[config.mk]
export PLATFORM = sky130hd
export DESIGN_NAME = spi_controller
export DESIGN_NICKNAME = d
export VERILOG_FILES = /design/src/rtl/spi_controller.sv
export SDC_FILE = /design/constraint.sdc
export NUM_CORES = 1
export LEC_CHECK = 0
export BUFFER_PORTS_ARGS = -buffer_cell sky130_fd_sc_hd__buf_2
export CORE_MARGIN = 2
export CORE_UTILIZATION = 26
export CTS_CLUSTER_DIAMETER = 40
export DETAILED_ROUTE_END_ITERATION = 12
export PLACE_DENSITY = 0.38
export SETUP_SLACK_MARGIN = 0.02
export SLEW_MARGIN = 20
export SYNTH_ARGS = -nofsm -noshare
export SYNTH_HDL_FRONTEND = slang
export SYNTH_SLANG_ARGS = --single-unit
[constraint.sdc]
create_clock -name clk_in -period 5.2 [get_ports clk_in]
set_input_delay 0.78 -clock clk_in [delete_from_list [all_inputs] [get_ports clk_in]]
set_output_delay 0.78 -clock clk_in [all_outputs]
set_load 0.02 [all_outputs]
[src/rtl/spi_controller.sv]
// Full-duplex SPI master: one DATA_WIDTH word per transaction, MSB first, with the
// SPI mode (CPOL/CPHA) and target chip select latched per transfer. All outputs are registered.
module spi_controller #(
  parameter int unsigned DATA_WIDTH  = 8,
  parameter int unsigned DATA_PERIOD = 100,
  parameter int unsigned NUM_SEL     = 1,
  localparam int unsigned SelW       = (NUM_SEL > 1) ? $clog2(NUM_SEL) : 1
) (
  input  logic                  clk_in,
  input  logic                  rst_in,
  input  logic [DATA_WIDTH-1:0] data_in,
  input  logic                  trigger_in,
  input  logic [SelW-1:0]       sel_idx_in,
  input  logic                  cpol_in,
  input  logic                  cpha_in,
  input  logic                  chip_data_in,
  output logic                  data_out,
  output logic                  data_clk_out,
  output logic [NUM_SEL-1:0]    sel_out,
  output logic                  busy_out,
  output logic [DATA_WIDTH-1:0] rx_data_out,
  output logic                  rx_valid_out
);

  // Odd periods round down; anything below 2 behaves as 2.
  localparam int unsigned Half     = (DATA_PERIOD < 2) ? 1 : DATA_PERIOD / 2;
  localparam int unsigned CntW     = (Half > 1) ? $clog2(Half) : 1;
  localparam int unsigned NumEdges = 2 * DATA_WIDTH;
  localparam int unsigned EdgeW    = $clog2(NumEdges + 1);
  localparam logic [CntW-1:0]  CntMax   = CntW'(Half - 1);
  localparam logic [EdgeW-1:0] EdgeLast = EdgeW'(NumEdges);

  typedef enum logic [1:0] {StIdle, StXfer, StHold} state_e;

  state_e                  state_q, state_d;
  logic [CntW-1:0]         cnt_q, cnt_d;
  logic [EdgeW-1:0]        edge_q, edge_d;
  logic [DATA_WIDTH-1:0]   tx_q, tx_d;
  logic [DATA_WIDTH-1:0]   rx_q, rx_d;
  logic                    cpol_q, cpol_d;
  logic                    cpha_q, cpha_d;
  logic                    sclk_q, sclk_d;
  logic                    mosi_q, mosi_d;
  logic [NUM_SEL-1:0]      sel_q, sel_d;
  logic                    busy_q, busy_d;
  logic [DATA_WIDTH-1:0]   rx_data_q, rx_data_d;
  logic                    rx_valid_q, rx_valid_d;
  logic                    sel_ok;

  assign sel_ok = (32'(sel_idx_in) < NUM_SEL);

  // Next-state logic: transfer sequencing, SCLK generation, shift registers.
  always_comb begin
    state_d    = state_q;
    cnt_d      = cnt_q;
    edge_d     = edge_q;
    tx_d       = tx_q;
    rx_d       = rx_q;
    cpol_d     = cpol_q;
    cpha_d     = cpha_q;
    sclk_d     = sclk_q;
    mosi_d     = mosi_q;
    sel_d      = sel_q;
    busy_d     = busy_q;
    rx_data_d  = rx_data_q;
    rx_valid_d = 1'b0;

    unique case (state_q)
      StIdle: begin
        sclk_d = cpol_q;
        mosi_d = 1'b0;
        sel_d  = '1;
        busy_d = 1'b0;
        // The completion cycle (rx_valid high) still refuses a new request.
        if (trigger_in && sel_ok && !rx_valid_q) begin
          state_d = StXfer;
          cpol_d  = cpol_in;
          cpha_d  = cpha_in;
          sclk_d  = cpol_in;
          busy_d  = 1'b1;
          cnt_d   = '0;
          edge_d  = '0;
          rx_d    = '0;
          for (int unsigned i = 0; i < NUM_SEL; i++) begin
            sel_d[i] = (32'(sel_idx_in) != i);
          end
          // CPHA=0 presents the MSB before the first edge; CPHA=1 waits for edge 1.
          if (!cpha_in) begin
            mosi_d = data_in[DATA_WIDTH-1];
            tx_d   = data_in << 1;
          end else begin
            tx_d   = data_in;
          end
        end
      end

      StXfer: begin
        if (cnt_q == CntMax) begin
          cnt_d  = '0;
          sclk_d = ~sclk_q;
          edge_d = edge_q + 1'b1;
          if (!edge_q[0]) begin
            // Leading edge.
            if (!cpha_q) begin
              rx_d = {rx_q[DATA_WIDTH-2:0], chip_data_in};
            end else begin
              mosi_d = tx_q[DATA_WIDTH-1];
              tx_d   = tx_q << 1;
            end
          end else begin
            // Trailing edge.
            if (cpha_q) begin
              rx_d = {rx_q[DATA_WIDTH-2:0], chip_data_in};
            end else if (edge_d != EdgeLast) begin
              mosi_d = tx_q[DATA_WIDTH-1];
              tx_d   = tx_q << 1;
            end
          end
          if (edge_d == EdgeLast) begin
            state_d = StHold;
          end
        end else begin
          cnt_d = cnt_q + 1'b1;
        end
      end

      StHold: begin
        if (cnt_q == CntMax) begin
          state_d    = StIdle;
          cnt_d      = '0;
          edge_d     = '0;
          sel_d      = '1;
          busy_d     = 1'b0;
          mosi_d     = 1'b0;
          rx_data_d  = rx_q;
          rx_valid_d = 1'b1;
        end else begin
          cnt_d = cnt_q + 1'b1;
        end
      end

      default: begin
        state_d = StIdle;
      end
    endcase
  end

  // State and output registers with asynchronous reset.
  always_ff @(posedge clk_in or posedge rst_in) begin
    if (rst_in) begin
      state_q    <= StIdle;
      cnt_q      <= '0;
      edge_q     <= '0;
      tx_q       <= '0;
      rx_q       <= '0;
      cpol_q     <= 1'b0;
      cpha_q     <= 1'b0;
      sclk_q     <= 1'b0;
      mosi_q     <= 1'b0;
      sel_q      <= '1;
      busy_q     <= 1'b0;
      rx_data_q  <= '0;
      rx_valid_q <= 1'b0;
    end else begin
      state_q    <= state_d;
      cnt_q      <= cnt_d;
      edge_q     <= edge_d;
      tx_q       <= tx_d;
      rx_q       <= rx_d;
      cpol_q     <= cpol_d;
      cpha_q     <= cpha_d;
      sclk_q     <= sclk_d;
      mosi_q     <= mosi_d;
      sel_q      <= sel_d;
      busy_q     <= busy_d;
      rx_data_q  <= rx_data_d;
      rx_valid_q <= rx_valid_d;
    end
  end

  assign data_out     = mosi_q;
  assign data_clk_out = sclk_q;
  assign sel_out      = sel_q;
  assign busy_out     = busy_q;
  assign rx_data_out  = rx_data_q;
  assign rx_valid_out = rx_valid_q;

endmodule

# Word-level counts from Yosys, hierarchy flattened
# Index checks and enable logic that the tools add are counted.
op_classes:
  addsub: 2
  n_mul: 0
  div: 0
  order_cmp: 1
  n_eq_ne: 14
  shift: 0
  mux: 45
  n_bitwise: 1
  n_reduce_logical: 19
ops:
  columns: ["op", "count"]
  rows:
  - ["$mux W8", 12]
  - ["$pmux W8 S2", 2]
  - ["$mux W1", 15]
  - ["$mux W5", 3]
  - ["$ne A3 B3 Y1 const B", 5]
  - ["$pmux W5 S3", 1]
  - ["$mux W6", 2]
  - ["$pmux W6 S2", 1]
  - ["$reduce_and A6 Y1", 2]
  - ["$reduce_and A2 Y1", 5]
  - ["$mux W2", 4]
  - ["$ne A2 B2 Y1 const B", 4]
  - ["$reduce_and A4 Y1", 2]
  - ["$add A6 B1 Y6 const B", 1]
  - ["$eq A6 B6 Y1 const B", 1]
  - ["$pmux W1 S2", 3]
  - ["$pmux W2 S3", 1]
  - ["$reduce_bool A2 Y1", 3]
  - ["$add A5 B1 Y5 const B", 1]
  - ["$eq A5 B5 Y1 const B", 1]
  - ["$ne A5 B5 Y1 const B", 1]
  - ["$reduce_and A5 Y1", 1]
  - ["$pmux W1 S3", 1]
  - ["$reduce_bool A3 Y1", 1]
  - ["other kinds (8)", 9]
word_totals:
  reg_bits: 44
  latch_bits: 0
  ram_bits: 0
  rom_bits: 0
  inputBits: 15
  wordCells: 95
  mem_count: 0

# Longest topological paths before layout
# Gate-level depths: netlist of the first run.
logic_depth:
  ltp_word: 7
  depth_mapped: 8

# Worst setup path after synthesis of the first run
# No wires, ideal clock.
synth_path:
  kind: "input to register"
  start: "input sel_idx_in"
  end: "register tx_q[1]"
  setup_ns: 0.125
  arrival_time_ns: 2.074
  t_required_ns: 5.075
  slack_ns: 3.001
  cell_stages: 5
  path_buffers: 0
  cell_sequence: "nor3b_2 -> nand2_1 -> a22o_1 -> nor3b_4 -> mux2_2"
synth_between:
  elab_chain_len: 5
synth_rtl:
  columns: ["item", "line", "rtl"]
  rows:
  - ["from (decl)", "13", "input logic [SelW-1:0] sel_idx_in,"]
  - ["$lt A1 B1 Y1", "50", "assign sel_ok = (32'(sel_idx_in) < NUM_SEL);"]
  - ["$logic_and A1 B1 Y1 (2 in series)", "75", "if (trigger_in && sel_ok && !rx_valid_q) begin"]
  - ["$ne A2 B2 Y1 (no line)", null, null]
  - ["$reduce_and A6 Y1 (no line)", null, null]
  - ["to (signal assigned)", "168", "tx_q <= tx_d;"]
  - ["to (decl)", "38", "logic [DATA_WIDTH-1:0] tx_q, tx_d;"]
# Every way passes these cells.
# A chain may end at the register's enable or synchronous reset.

# Worst setup path in the final report of the first run
layout_path:
  start: "register cnt_q[1]"
  end: "register tx_q[3]"
layout_between:
  elab_chain_len: 3
layout_rtl:
  columns: ["item", "line", "rtl"]
  rows:
  - ["from (decl)", "36", "logic [CntW-1:0] cnt_q, cnt_d;"]
  - ["from (signal assigned)", "166", "cnt_q <= cnt_d;"]
  - ["$eq A6 B6 Y1", "98", "if (cnt_q == CntMax) begin"]
  - ["$ne A2 B2 Y1 (no line)", null, null]
  - ["$reduce_and A6 Y1 (no line)", null, null]
# Every way passes these cells.

==> results.sh, run 1 <==
export IMPL_drtAntennaViolNets=0
export IMPL_dieArea_um2=9560
export IMPL_rsz0062_at_grt="no"
export IMPL_intPower_uw=682
export IMPL_swShare_pct=36.4
export IMPL_met3_length_um=202
export IMPL_syn_area_per_cell_um2=9.82
export IMPL_ys_seq_area_share_pct=48.2
export IMPL_fillers=905
export IMPL_core_um2=8640
export IMPL_fin_crit_sh_pct=48.1
export IMPL_h_tree_depth=2
export IMPL_p_leak_nw=1.19
export IMPL_tns_ns=0
export IMPL_seq_power_share_pct=44.2
export IMPL_first_pass_iters=6
export IMPL_grt_max_degree=45
export IMPL_drv_cap=0
export IMPL_setup_viol_count_final=0
export IMPL_drt_iter0_drc=57
export IMPL_cts_setup_buffers=0
export IMPL_dpl_hpwl_um=3490
export IMPL_max_stage_delay_ns=0.48
export IMPL_powerDensity_nw_per_um2=410
export IMPL_fin_worst_skew_ns=0.00316
export IMPL_worstSkewPairLatency_ns=0.30
export IMPL_grt_pass1_wl_um=8760
export IMPL_reg2reg_from="cnt_q[1]"
export IMPL_track_usage_pct=11.3
export IMPL_drv_slew=0
export IMPL_antenna_found_initial=0
export IMPL_top_layer="met4"
export IMPL_wl_per_cell_um=13.9
export IMPL_tritoncts="done"
export IMPL_cts_path_max_buffers=2
export IMPL_ys_ff_latch=44
export IMPL_clkSinkCount=44
export IMPL_diodes=0
export IMPL_grt_pass1_vias=1716
export IMPL_start_kind="flip-flop"
export IMPL_critPathMaxFanout=13
export IMPL_port_buffers=27
export IMPL_layout_nets=282
export IMPL_cp_slowest_cell="nand4_1"
export IMPL_ioPinCount=28
export IMPL_layout_min_cycle_time_ns=2.50
export IMPL_die_w_um=97.8
export IMPL_hold_path_class="reg -> reg"
export IMPL_max_slew_margin_pct=47.1
export IMPL_crit_path_end_kind="flip-flop"
export IMPL_worstMarginPinSlew_ns=0.793
export IMPL_max_freq_ghz=0.400
export IMPL_synth_fp_nets=256
export IMPL_crit_end="tx_q[3]"
export IMPL_power_switching_uw=391
export IMPL_synth_cell_type_count=44
export IMPL_synth_area_um2=2290
export IMPL_synthFlopType="dfrtp_1"
export IMPL_dr_wl_met2_um=2360
export IMPL_rr_endpoint="tx_q[3]"
export IMPL_required_ns=5.39
export IMPL_wl_met1_um=2480
export IMPL_ys_top_cells_by_area="dfrtp_1 (47%), mux2i_1 (6.6%), nand2_1 (5.7%)"
export IMPL_syn_instance_count=233
export IMPL_yosysWarnings=0
export IMPL_flow_area_growth_from_synthesis_pct=14.2
export IMPL_grt_overflow_total=0
export IMPL_cts_root_buf="clkbuf_8"
export IMPL_synth_edf_count=0
export IMPL_post_cts_resized=0
export IMPL_max_vdd_ir_drop_mv=0.172
export IMPL_die_height_um=97.8
export IMPL_clk_pin_slew_ns=0.09
export IMPL_cp_data_arrival_time_ns=2.70
export IMPL_yosys_area_top_type_share_pct=47.0
export IMPL_drive_above_1_share_pct=19.7
export IMPL_drc=0
export IMPL_rrSetupSlack_ns=2.70
export IMPL_status="complete, no violations"
export IMPL_clkPwrFrac_pct=20.1
export IMPL_routed_wirelength_um=5090
export IMPL_num_rows=34
export IMPL_gp_congestion=0.738
export IMPL_yosysTopAreaCell="dfrtp_1"
export IMPL_reg2regPathDepth=6
export IMPL_critical_path_class="reg -> reg"
export IMPL_async_reset_ff_share_pct=100
export IMPL_vias=1700
export IMPL_cts_buffers=5
export IMPL_hold_viol_final=0
export IMPL_pwr_share_comb_pct=35.7
export IMPL_initial_utilization_pct=26.5
export IMPL_cts_hold_buffers=0
export IMPL_via_per_inst=4.63
export IMPL_holdWs_ns=0.463
export IMPL_startpoint="cnt_q[1]"
export IMPL_crit_chain="inv_1 > ha_1 > nand4_1 > a22o_1 > nor3b_4 > mux2_2"
sequential cells by signal (all words and copies together), names as in the netlist, 2 cells and up:
register and count:
rx_data_out 8, rx_q 8, tx_q 8, cnt_q 6
edge_q 5, state_q 2
critical path: cells and delay by family (launching register included):
family                     cells  cell delay, ns
and+or+nand+nor                2            0.91
AOI/OAI and AO/OA              1            0.45
DFF                            1            0.40
muxes                          1            0.39
adders and majority gates      1            0.17
buffers and inverters          1            0.08
kinds of logic (layout without fill, tap and decap cells):
kind of cell	Yosys count	in the layout	synth area share (%)
and+or+nand+nor	69	69	14.7
AOI/OAI and AO/OA	54	54	14.7
DFF	44	44	48.2
buffers and inverters	28	54	4.65
muxes	25	25	11.5
adders and majority gates	8	8	4.38
xor gates and xnor gates	5	5	1.91
layout by cell type, fill, tap and decap left out, types with 2 or more instances in the layout:
| cell | n |
|---|---|
| ha_1 | 8 |
| buf_2 | 27 |
| o21ai_0 | 26 |
| o31ai_1 | 2 |
| o21a_1 | 2 |
| mux2_2 | 10 |
| nor2_1 | 9 |
| clkinv_2 | 2 |
| nor3_1 | 3 |
| a21oi_2 | 2 |
| nand2b_1 | 3 |
| dfrtp_1 | 43 |
| xor2_1 | 4 |
| inv_1 | 18 |
| a21oi_1 | 7 |
| nand3_1 | 9 |
| nand2_1 | 35 |
| mux2i_1 | 15 |
| a21o_1 | 2 |
| clkbuf_8 | 5 |
| nand4_1 | 2 |
how the worst min path moves through the flow:
stage	start	to	slack, ns	cells past startpoint
detailed placement	sel_out	sel_out	0.45	2
CTS	sel_out	sel_out	0.47	2
floorplan	edge_q[4]	edge_q[4]	0.46	1
global route	sel_out	sel_out	0.48	2
finish	sel_out	sel_out	0.46	2
global placement	sel_out	sel_out	0.46	2
cell usage after synthesis, types with 2 or more instances:
cell / count
a21o_1: 2
nand4_1: 2
inv_1: 19
xor2_1: 4
nand2b_1: 3
mux2i_1: 15
mux2_2: 10
nand3_1: 9
a21oi_2: 2
nor2_1: 9
clkbuf_1: 7
dfrtp_1: 43
o21ai_0: 26
nor3_1: 3
a21oi_1: 7
o21a_1: 2
ha_1: 8
nand2_1: 35
o31ai_1: 2
stage by stage:
step                power, mW  std cells  area [um2]  setup slack, ns  util (%)
floorplan               0.772        233        2290             3.00         -
global placement        0.870        360        2530             2.63      29.3
detailed placement      0.870        360        2530             2.60      29.3
CTS                      1.09        367        2610             2.72      30.2
global route             1.16        367        2610             2.56      30.3
finish                   1.07        367        2610             2.70      30.3
final cells by class:
| class | count | area [um2] | share of cell area, % |
|---|---|---|---|
| multi-input combinational | 161 | 1080 | 41.3 |
| sequential | 44 | 1100 | 42.2 |
| tap | 108 | 135 | 5.17 |
| inverter | 19 | 72.6 | 2.78 |
| timing repair buffer | 28 | 143 | 5.46 |
| clock inverter | 2 | 12.5 | 0.479 |
| clock buffer | 5 | 68.8 | 2.63 |
power by group through the flow:
stage | clock, mW | combinational (mW) | sequential, mW
6_report | 0.216 | 0.382 | 0.474
3_5_place_dp | 0 | 0.388 | 0.482
5_1_grt | 0.241 | 0.431 | 0.486
2_1_floorplan | 0 | 0.286 | 0.486
4_1_cts | 0.227 | 0.390 | 0.475
3_3_place_gp | 0 | 0.387 | 0.483
per-layer routing:
layer	GRT usage, %	up-vias
li1	-	857
met1	15.7	806
met2	18.0	29
met3	3.15	8
met4	2.24	0
met5	0	-
No activity file was read; power rests on OpenSTA's default activity.
==> run 2: changes to the inputs <==
--- a/config.mk
+++ b/config.mk
@@ -5,12 +5,13 @@
 export SDC_FILE = /design/constraint.sdc
 export NUM_CORES = 1
 export LEC_CHECK = 0
+export ABC_AREA = 1
 export BUFFER_PORTS_ARGS = -buffer_cell sky130_fd_sc_hd__buf_2
 export CORE_MARGIN = 2
 export CORE_UTILIZATION = 26
 export CTS_CLUSTER_DIAMETER = 40
 export DETAILED_ROUTE_END_ITERATION = 12
-export PLACE_DENSITY = 0.38
+export PLACE_DENSITY = 0.39
 export SETUP_SLACK_MARGIN = 0.02
 export SLEW_MARGIN = 20
 export SYNTH_ARGS = -nofsm -noshare
==> constraint.sdc (replaced) <==
create_clock -name clk_in -period 2.2 [get_ports clk_in]
set_input_delay 0.33 -clock clk_in [delete_from_list [all_inputs] [get_ports clk_in]]
set_output_delay 0.33 -clock clk_in [all_outputs]
set_load 0.02 [all_outputs]
==> results.sh, run 2 <==
export IMPL_startpoint="state_q[1]"
export IMPL_grt_max_degree=28
export IMPL_yosys_area_top_type_share_pct=45.0
export IMPL_grt_busiest_layer="met2"
export IMPL_grt_pass1_wl_um=9400
export IMPL_cp_data_arrival_time_ns=2.10
export IMPL_vias=1940
export IMPL_cts_root_buf="clkbuf_8"
export IMPL_ys_seq_area_share_pct=46.1
export IMPL_dpl_hpwl_um=3990
export IMPL_max_vdd_ir_drop_mv=0.393
export IMPL_clkPwrFrac_pct=21.9
export IMPL_seq_power_share_pct=37.4
export IMPL_worstMarginPinSlew_ns=0.534
export IMPL_use_met2_pct=19.1
export IMPL_synth_cell_type_count=33
export IMPL_tritoncts="done"
export IMPL_yosysTopAreaCell="dfrtp_1"
export IMPL_grt_use_met3_pct=2.23
export IMPL_hold_path_class="in -> async"
export IMPL_drive_above_1_share_pct=22.5
export IMPL_status="complete, no violations"
export IMPL_drv_slew=0
export IMPL_flow_area_growth_from_synthesis_pct=15.8
export IMPL_fin_crit_sh_pct=84.2
export IMPL_die_w_um=99.9
export IMPL_port_buffers=27
export IMPL_first_pass_iters=4
export IMPL_crit_end="tx_q[5]"
export IMPL_via_per_inst=4.49
export IMPL_swShare_pct=42.6
export IMPL_rrSetupSlack_ns=0.35
export IMPL_rsz0062_at_grt="no"
export IMPL_fillers=966
export IMPL_layout_commonest_cell="nand2_1"
export IMPL_num_rows=34
export IMPL_drv_cap=0
export IMPL_grt_pass1_vias=1855
export IMPL_synthFlopType="dfrtp_1"
export IMPL_reg2reg_from="state_q[1]"
export IMPL_tns_ns=0
export IMPL_layout_nets=346
export IMPL_start_kind="flip-flop"
export IMPL_critical_path_class="reg -> reg"
export IMPL_pwr_share_comb_pct=40.6
export IMPL_syn_instance_count=292
export IMPL_h_tree_depth=2
export IMPL_worstSkewPairLatency_ns=0.30
export IMPL_ioPinCount=28
export IMPL_core_um2=8810
export IMPL_cts_setup_buffers=0
export IMPL_setup_viol_count_final=0
export IMPL_p_leak_nw=1.40
export IMPL_dieArea_um2=9980
export IMPL_yosysWarnings=0
export IMPL_drc=0
export IMPL_synth_edf_count=0
export IMPL_grt_overflow_total=0
export IMPL_drt_iter0_drc=62
export IMPL_required_ns=2.44
export IMPL_max_slew_margin_pct=64.3
export IMPL_clkSinkCount=44
export IMPL_gp_congestion=0.752
export IMPL_holdWs_ns=0.0318
export IMPL_post_cts_resized=0
export IMPL_rr_endpoint="tx_q[5]"
export IMPL_cts_hold_buffers=0
export IMPL_clk_pin_slew_ns=0.09
export IMPL_intPower_mw=1.72
export IMPL_layout_common_cells="nand2_1 (108), dfrtp_1 (43), buf_2 (27), inv_1 (22), nand3_1 (19)"
export IMPL_drtAntennaViolNets=0
export IMPL_syn_area_per_cell_um2=8.19
export IMPL_fin_worst_skew_ns=0.0119
export IMPL_ys_top_cells_by_area="dfrtp_1 (45%), nand2_1 (17%), ha_1 (4.2%)"
export IMPL_cts_buffers=5
export IMPL_routed_wirelength_um=5550
export IMPL_ys_top_cells_by_count="nand2_1 (108), dfrtp_1 (43), inv_1 (23), nand3_1 (19), nor2_1 (14)"
export IMPL_layout_min_cycle_time_ns=1.85
export IMPL_track_usage_pct=11.8
export IMPL_reg2regPathDepth=8
export IMPL_critPathMaxFanout=10
export IMPL_antenna_found_initial=0
export IMPL_async_reset_ff_share_pct=100
export IMPL_die_height_um=99.9
export IMPL_max_freq_ghz=0.540
export IMPL_initial_utilization_pct=27.2
export IMPL_diodes=0
export IMPL_crit_path_end_kind="flip-flop"
export IMPL_power_switching_mw=1.28
export IMPL_cts_path_max_buffers=2
export IMPL_powerDensity_nw_per_um2=1080
export IMPL_yosysMostFrequentCell="nand2_1"
export IMPL_grtUsageMet1_pct=16.3
export IMPL_synth_fp_nets=315
export IMPL_wl_per_cell_um=12.8
export IMPL_hold_viol_final=0
export IMPL_ys_ff_latch=44
export IMPL_synth_area_um2=2390
run 2: cell types whose count changed in the layout (fill, tap and decap cells not counted), moves of 5 or more:
| cell | delta |
|---|---|
| nand2_1 | +73 |
| mux2i_1 | -15 |
| o21ai_0 | -15 |
| mux2_2 | -10 |
| nand3_1 | +10 |
| nand2_2 | +9 |
| o21ai_2 | +8 |
| o21ai_1 | +6 |
| a21oi_1 | -5 |
| nor2_1 | +5 |
run 2: power groups by stage:
stage	Clock, mW	Combinational, mW	Sequential (mW)
global placement	0	1.24	1.14
CTS	0.688	1.24	1.13
global route	0.716	1.39	1.15
floorplan	0	0.957	1.15
detailed placement	0	1.24	1.14
finish	0.659	1.22	1.12
run 2: critical path, stage by stage, from the launching register on:
cell and delay, ns:
dfrtp_1 0.42, inv_1 0.09, ha_1 0.36, inv_1 0.17, nor2_1 0.21, nand4_4 0.24
nand2_4 0.19, nand2_1 0.07, nand2_1 0.06
run 2: final cells by class:
| class | count | area [um2] | area share [%] |
|---|---|---|---|
| timing repair buffer | 31 | 178 | 6.42 |
| sequential | 44 | 1100 | 39.8 |
| clock buffer | 5 | 68.8 | 2.49 |
| multi-input combinational | 213 | 1130 | 40.7 |
| inverter | 28 | 111 | 4.02 |
| clock inverter | 3 | 46.3 | 1.67 |
| tap | 108 | 135 | 4.88 |
run 2: worst min path at each step:
stage	from	endpoint	slack [ns]	cells after the start
2_1_floorplan	tx_q[7]	tx_q[7]	0.44	2
3_3_place_gp	rst_in	rx_data_out[0]	0.37	2
3_5_place_dp	rst_in	rx_data_out[0]	0.37	2
4_1_cts	rst_in	busy_out	0.04	2
5_1_grt	rst_in	cnt_q[5]	0.05	2
6_report	rst_in	rx_data_out[0]	0.03	2
run 2: logic make-up after synthesis:
kind of cell / after synthesis / synth area share [%]
buf+inv: 35 / 6.80
xor+xnor: 1 / 0.366
simple gates: 167 / 32.5
compound gates: 37 / 10.0
fa+ha+maj: 8 / 4.19
flops: 44 / 46.1
run 2: through the flow:
step           total power, mW  worst slack, ns  instance area (um2)  util (%)  instances
6_report                  3.00            0.347                 2770      31.4        432
5_1_grt                   3.25            0.135                 2770      31.4        432
4_1_cts                   3.06            0.309                 2770      31.4        432
3_5_place_dp              2.38            0.333                 2650      30.1        424
3_3_place_gp              2.38            0.356                 2650      30.1        424
2_1_floorplan             2.11            0.751                 2390         -        292
run 2: routing by layer:
| metal | part of all wire, % | wire [um] | vias to the layer above |
|---|---|---|---|
| li1 | - | - | 996 |
| met1 | 50 | 2790 | 899 |
| met2 | 45 | 2520 | 38 |
| met3 | 3.3 | 183 | 7 |
| met4 | 0.92 | 51 | 0 |
| met5 | 0 | 0 | - |
